### src/rtl/cla_serial_add_ctrl.sv
// Serial WIDTH-bit adder: one 4-bit carry-lookahead slice stepped over the nibbles, LSB first.
// Optional signed-overflow output enabled by defining CLA_ADD_OVF_EN.

module cla (
    input  logic [3:0] a_i,
    input  logic [3:0] b_i,
    input  logic       cin_i,
    output logic [3:0] sum_o,
    output logic       cout_o
);
    logic [3:0] gen;
    logic [3:0] prop;
    logic [4:0] carry;

    assign gen  = a_i & b_i;
    assign prop = a_i ^ b_i;

    // All carries are flattened lookahead terms, none ripple through another.
    assign carry[0] = cin_i;
    assign carry[1] = gen[0] | (prop[0] & cin_i);
    assign carry[2] = gen[1] | (prop[1] & gen[0]) | (prop[1] & prop[0] & cin_i);
    assign carry[3] = gen[2] | (prop[2] & gen[1]) | (prop[2] & prop[1] & gen[0])
                    | (prop[2] & prop[1] & prop[0] & cin_i);
    assign carry[4] = gen[3] | (prop[3] & gen[2]) | (prop[3] & prop[2] & gen[1])
                    | (prop[3] & prop[2] & prop[1] & gen[0])
                    | (prop[3] & prop[2] & prop[1] & prop[0] & cin_i);

    assign sum_o  = prop ^ carry[3:0];
    assign cout_o = carry[4];
endmodule

module cla_serial_add_ctrl #(
    parameter int WIDTH = 16
) (
    input  logic             clk,
    input  logic             rst_n,
    input  logic             in_valid_i,
    output logic             in_ready_o,
    input  logic [WIDTH-1:0] a_i,
    input  logic [WIDTH-1:0] b_i,
    input  logic             cin_i,
    output logic             out_valid_o,
    input  logic             out_ready_i,
    output logic [WIDTH-1:0] sum_o,
    output logic             cout_o,
`ifdef CLA_ADD_OVF_EN
    output logic             ovf_o,
`endif
    output logic             busy_o
);
    localparam int NIB  = WIDTH / 4;
    localparam int IDXW = (NIB > 1) ? $clog2(NIB) : 1;
    localparam logic [IDXW-1:0] LAST_IDX = IDXW'(NIB - 1);

    localparam logic [1:0] S_IDLE = 2'd0;
    localparam logic [1:0] S_RUN  = 2'd1;
    localparam logic [1:0] S_DONE = 2'd2;

    logic [1:0]       state_q, state_d;
    logic [IDXW-1:0]  idx_q, idx_d;
    logic [WIDTH-1:0] a_q, a_d;
    logic [WIDTH-1:0] b_q, b_d;
    logic [WIDTH-1:0] sum_q, sum_d;
    logic             carry_q, carry_d;

    logic [3:0] sliceA;
    logic [3:0] sliceB;
    logic [3:0] sliceSum;
    logic       sliceCout;

    assign sliceA = a_q[4*idx_q +: 4];
    assign sliceB = b_q[4*idx_q +: 4];

    cla u_cla (
        .a_i    (sliceA),
        .b_i    (sliceB),
        .cin_i  (carry_q),
        .sum_o  (sliceSum),
        .cout_o (sliceCout)
    );

`ifdef CLA_ADD_OVF_EN
    logic ovf_q, ovf_d;
    logic msbCarryIn;

    // The carry into the slice's top bit is recovered from its inputs and sum bit.
    assign msbCarryIn = sliceA[3] ^ sliceB[3] ^ sliceSum[3];
`endif

    always_comb begin
        state_d = state_q;
        idx_d   = idx_q;
        a_d     = a_q;
        b_d     = b_q;
        sum_d   = sum_q;
        carry_d = carry_q;
`ifdef CLA_ADD_OVF_EN
        ovf_d   = ovf_q;
`endif
        case (state_q)
            S_IDLE: begin
                if (in_valid_i) begin
                    a_d     = a_i;
                    b_d     = b_i;
                    carry_d = cin_i;
                    idx_d   = '0;
                    state_d = S_RUN;
                end
            end
            S_RUN: begin
                sum_d[4*idx_q +: 4] = sliceSum;
                carry_d             = sliceCout;
                if (idx_q == LAST_IDX) begin
                    state_d = S_DONE;
`ifdef CLA_ADD_OVF_EN
                    ovf_d   = msbCarryIn ^ sliceCout;
`endif
                end else begin
                    idx_d = idx_q + 1'b1;
                end
            end
            S_DONE: begin
                if (out_ready_i) begin
                    state_d = S_IDLE;
                end
            end
            default: state_d = S_IDLE;
        endcase
    end

    always_ff @(posedge clk) begin
        if (!rst_n) begin
            state_q <= S_IDLE;
            idx_q   <= '0;
            a_q     <= '0;
            b_q     <= '0;
            sum_q   <= '0;
            carry_q <= 1'b0;
`ifdef CLA_ADD_OVF_EN
            ovf_q   <= 1'b0;
`endif
        end else begin
            state_q <= state_d;
            idx_q   <= idx_d;
            a_q     <= a_d;
            b_q     <= b_d;
            sum_q   <= sum_d;
            carry_q <= carry_d;
`ifdef CLA_ADD_OVF_EN
            ovf_q   <= ovf_d;
`endif
        end
    end

    assign in_ready_o  = (state_q == S_IDLE);
    assign out_valid_o = (state_q == S_DONE);
    assign busy_o      = (state_q == S_RUN) || (state_q == S_DONE);
    assign sum_o       = sum_q;
    assign cout_o      = carry_q;
`ifdef CLA_ADD_OVF_EN
    assign ovf_o       = ovf_q;
`endif
endmodule

### config.mk
export PLATFORM = sky130hd
export DESIGN_NAME = cla_serial_add_ctrl
export DESIGN_NICKNAME = d
export VERILOG_FILES = /design/src/rtl/cla_serial_add_ctrl.sv
export SDC_FILE = /design/constraint.sdc
export NUM_CORES = 1
export LEC_CHECK = 0
export CORE_UTILIZATION = 50
export DETAILED_ROUTE_END_ITERATION = 8
export GPL_TIMING_DRIVEN = 0
export PLACE_DENSITY = 0.79
export SLEW_MARGIN = 10
export SYNTH_ARGS = -nofsm -noshare
export SYNTH_HDL_FRONTEND = slang
export SYNTH_SLANG_ARGS = --single-unit
### constraint.sdc
create_clock -name clk -period 2.84 [get_ports clk]
set_input_delay 0.426 -clock clk [delete_from_list [all_inputs] [get_ports clk]]
set_output_delay 0.426 -clock clk [all_outputs]
set_load 0.005 [all_outputs]
## Yosys cells after proc, flatten, opt, wreduce, memory -nomap -nowiden

Cells that the tools add are included.

- Output and inout port bits: 20
- Input port bits: 37
- Bits in registers: 53
- Logic and storage cells: 65

- $add $sub $neg: 2
- Multiplexer cells: 10
- Bitwise logic cells: 29
- Shift operators: 4
- Eq/ne operators: 7
- Reduce and logical (&&, ||, !) cells: 7

Operator list:

| kind | count |
|---|---|
| $neg 4->34 | 1 |
| $shift 4x34->16 const A | 1 |
| $shiftx 4x34->16 | 1 |
| $shiftx 16x5->4 | 2 |
| $and 1x1->1 | 16 |
| $bwmux 16 | 1 |
| $mux 2 | 5 |
| $or 1x1->1 | 10 |
| $xor 4x4->4 | 2 |
| $ne 2x2->1 const B | 3 |
| $pmux 2 s3 | 1 |
| $reduce_and 3->1 | 2 |
| $and 4x4->4 | 1 |
| $eq 2x2->1 const B | 2 |
| $pmux 2 s2 | 1 |
| $reduce_and 2->1 | 2 |
| $add 2x1->2 const B | 1 |
| $eq 2x1->1 const B | 1 |
| $logic_not 2->1 | 1 |
| $ne 2x1->1 const B | 1 |
| $pmux 1 s2 | 1 |
| $reduce_bool 2->1 | 1 |
| $logic_or 1x1->1 | 1 |
| $mux 1 | 1 |

## Longest topological paths before layout

- Depth in word-level cells: 9
- Mapped depth: 8
- Gate-level depth less buffers: 6

## Hierarchy

Synthesis repeated with hierarchy kept, for this count alone.

- Cells, all modules: 292
- Area, all modules: 2650.0 um2

By module, submodules not included:

| module | cells an instance | times used | seq. area each (um2) | area each (um2) |
|---|---|---|---|---|
| cla_serial_add_ctrl | 275 | 1 | 1061.0 | 2502.4 |
| cla | 17 | 1 | 0.0 | 147.6 |

## Worst setup path after synthesis

No wires, ideal clock.

- Path kind: register to register
- Start point: reg idx_q[1]
- End point: reg sum_q[11], in the netlist sum_o[11]
- Setup time: 127 ps
- Data arrival time: 2205 ps
- Stages on the path, launching flop included: 8
- Data required time: 2713 ps
- Slack: 508 ps
- Path through: dfxtp_1 buf_2 mux4_2 ha_1 a211o_1 a21oi_2 xor2_1 o21ai_0

- Word-level cells in the longest chain between the ends: 9
- Elaborated cells between the ends (all ways): 24
- Classes of those cells: add/sub: 1; shift: 4; mux: 1; bitwise: 18

Ends and longest elaborated chain:

| what | RTL line | RTL |
|---|---|---|
| from (decl) | 60 | `logic [IDXW-1:0] idx_q, idx_d;` |
| from (signal assigned) | 144 | `idx_q <= idx_d;` |
| $shiftx 16x5->4, on equally long branches | 71, 72 |  |
| $xor 4x4->4 / $and 4x4->4 (equally long branches) | 16, 15 |  |
| $and 1x1->1, on equally long branches | 22, 23 |  |
| $or 1x1->1 (tied with other cells) | 22 | `assign carry[3] = gen[2] \| (prop[2] & gen[1]) \| (prop[2] & prop[1] & gen[0])` |
| $or 1x1->1 / $and 1x1->1 (equally long branches) | 22, 23 |  |
| $or 1x1->1 | 23 | `\| (prop[2] & prop[1] & prop[0] & cin_i);` |
| $xor 4x4->4 | 28 | `assign sum_o = prop ^ carry[3:0];` |
| $shiftx 4x34->16 | 111 | `sum_d[4*idx_q +: 4] = sliceSum;` |
| $bwmux 16 (*) | 111 |  |
| to (signal assigned) | 147 | `sum_q <= sum_d;` |
| to (decl) | 63 | `logic [WIDTH-1:0] sum_q, sum_d;` |

Every way passes the cells marked *; elsewhere a longest branch is shown, timed or not.
A chain may end at the register's enable or synchronous reset.

## Worst setup path in the final report

Ends and elaborated chain as after synthesis.

==> metrics.txt <==
drt first pass iters=5; MaxCap Viol Count=0; biggest area consumer among synthesized cells=dfxtp_1; diodes inserted=0; pins over their slew limit=0; Logic pwr share=24.0%; vias=roughly 2.3k; post-synthesis xor/xnor area fraction=0.692%; Synth Area in Simple Gates=a little under a quarter; H-Tree Depth=2; P_int=about 1200 uW; Synth top area share=41.9%; critical path class=reg -> reg; worst-path cell chain=buf_2 -> mux4_2 -> ha_1 -> a211o_1 -> a21oi_2 -> xor2_2 -> o21ai_0; Post-CTS Setup Bufs=0; number of synthesized register bits=53; clock share of power=between 20% and 30%; RSZ-0062 raised after global routing=no; top cells by area, synth=dfxtp_1, nand2_1, mux4_2, a21oi_1, ha_1; Port Buf Inserts=56; worst-path fanout max=9; Initial Util=52.9%; switch share=between 20% and 30%; TritonCTS buffer count=5; Synth cell types=37; Clock Skew=0.00527 ns; arrival time at the worst endpoint=2.84 ns; Post-Synth Adder-Cell Area=7.72%; share of layout cells above drive strength 1=under 10%; total negative slack=0 ns; mean routed wirelength per cell=13.9 um; Final WS setup=0.204 ns; post-route clock period utilization=92.8%; Hold Path Class=reg -> reg; Site Rows=25; number of buffer and inverter stages on the critical path=1; hold violation total from the final report=0; vias in the first global route=2223; Worst-path clk slew=0.10 ns; Post-synth top cells=nand2_1, dfxtp_1, a21oi_1; largest net degree at the start of global routing=17; final setup violation count=0; Required @ worst endpoint=3.04 ns; maximum VDD drop=0.000310 V; DIE AREA=5350 um^2; largest family of logic cells by synthesized area=simple AND/OR/NAND/NOR gates; Detailed Route Iter0 Violations=153; asr flop ratio synth=0%; multi-input logic area=roughly 1400 um^2; Filler cells=423; Max stage delay cell, worst path=mux4_2; outcome=finished, final reports clean; Post-route DRC=0; Final Net Count=410; Post-Route WL=approximately 6000 um; vias per std cell=5.47; Pwr Total=1710 uW; clk_lat worst skew=0.31 ns; Boundary Pins=57; share of power burned in registers=47.9%; cell area after synthesis=2530 um^2; Max Buffers Root-to-Sink=2; die width=73.1 um; Gate Count Post-Synth=295; normalized max-slew margin=around two thirds; Clock Sinks=53; Worst Max-Slew Pin Slew=around 0.50 ns; Worst path max stage delay=between 0.6 and 0.7 ns; chip height=73.1 um; initial antenna violation count=0; hpwl dp=4420 um; most common cell in the netlist=nand2_1; Avg Cell Area, Syn=8.58 um^2; Syn. warnings=0; ANT nets after route=0; EDFF count, synth=0; Startpoint Class=register; sequential fraction of the synthesis area=a little over two fifths; Synth Flop Type=dfxtp_1; worst hold slack=0.460 ns; crit-path leading delay family=compound AO/OA/AOI/OAI gates; Place WS=0.128 ns; CTS tree=done; gpl congestion=0.819; Core Util, Final=68.7%; Total GRT Usage=24.6%; Reg area=1060 um^2; Layout area overhead=29.9%; CP endpoint kind=register; f_max=0.379 GHz; Mapped Nets=347; CTS root buffer=clkbuf_8; grt ovf=0; NetSw=roughly 510 uW; Synth Area in Compound Gates=14.9%; Static Leak=roughly 0.0013 uW; mux cell area share after synthesis=around 7.5%; pwr/cell area=521 nW/um^2; Core ar.=4790 um^2; first-pass GRT wire length=10000 um; Final Critical Period=2.64 ns
metal layers:
metal / wire, um / global-route usage (%) / up-vias
li1: - / - / 1142
met1: 2420 / 29.6 / 1085
met2: 3040 / 42.4 / 86
met3: 318 / 4.97 / 16
met4: 131 / 11.1 / 0
met5: 0 / 0 / -
cell usage in the layout (no fill, tap or decap), types with 7 or more instances in the layout:
| cell type | netlist | layout |
|---|---|---|
| a21oi_1 | 35 | 35 |
| clkdlybuf4s50_1 | 0 | 56 |
| a22oi_1 | 9 | 9 |
| nand3_1 | 13 | 13 |
| nand2_1 | 78 | 78 |
| dfxtp_1 | 53 | 53 |
| clkbuf_8 | 0 | 7 |
| buf_2 | 9 | 9 |
| ha_1 | 14 | 14 |
| mux4_2 | 8 | 8 |
| clkbuf_1 | 7 | 7 |
| nor2_1 | 16 | 16 |
| inv_1 | 7 | 7 |
state kept, by name (all words and copies together), names as in the netlist:
| register | flops |
|---|---|
| b_q | 16 |
| cout_o | 1 |
| sum_o | 16 |
| state_q | 2 |
| idx_q | 2 |
| a_q | 16 |
power by group through the flow:
stage	clock network (uW)	registers, uW	logic, uW
2_1_floorplan	0	829	263
3_3_place_gp	0	835	397
3_5_place_dp	0	838	407
4_1_cts	489	821	410
5_1_grt	517	826	459
6_report	481	821	411
path summary, 6_finish.rpt:
check                              from                endpoint  slack, ns  cells past startpoint
setup / recovery  idx_q[1]$_SDFFE_PN0P_  sum_o[11]$_SDFFE_PN0P_       0.20                      7
hold / removal      b_q[2]$_SDFFE_PN0P_     b_q[2]$_SDFFE_PN0P_       0.46                      2
setup reg to reg  idx_q[1]$_SDFFE_PN0P_  sum_o[11]$_SDFFE_PN0P_       0.20                      7
hold reg to reg     b_q[2]$_SDFFE_PN0P_     b_q[2]$_SDFFE_PN0P_       0.46                      2
kinds of logic (layout without fill, tap and decap cells):
group	Yosys count	after routing
AOI/OAI and AO/OA	63	63
muxes	9	9
adders and majority gates	15	15
buffers and inverters	26	90
xor gates and xnor gates	2	2
and+or+nand+nor	127	127
DFF	53	53
tightest hold or removal path, cell delays in order (launching register included):
cell and delay (ns):
dfxtp_1 0.32, nand2_1 0.05, a21oi_1 0.05
final cells by class:
class                   instances  area share, %
well taps                      67           2.55
flip-flops and latches         53           32.3
repair buffers                 56           17.1
clock buffers                   7           2.93
clock inverters                 1          0.266
inverters                       8          0.914
plain buffers                  18           2.63
multi-input cells             216           41.4
metrics by stage:
stage / cell area, um^2 / cells
after floorplan: 2530 / 295
after global placement: 3170 / 418
after detailed placement: 3170 / 418
after CTS: 3280 / 426
after global routing: 3290 / 426
final: 3290 / 426
repair_timing:
item                       4_1_cts  5_1_grt
setup endpoints to repair        0        1
resized for setup                0        1
hold buffers                     0        0
Power figures use the tool's default switching activity.
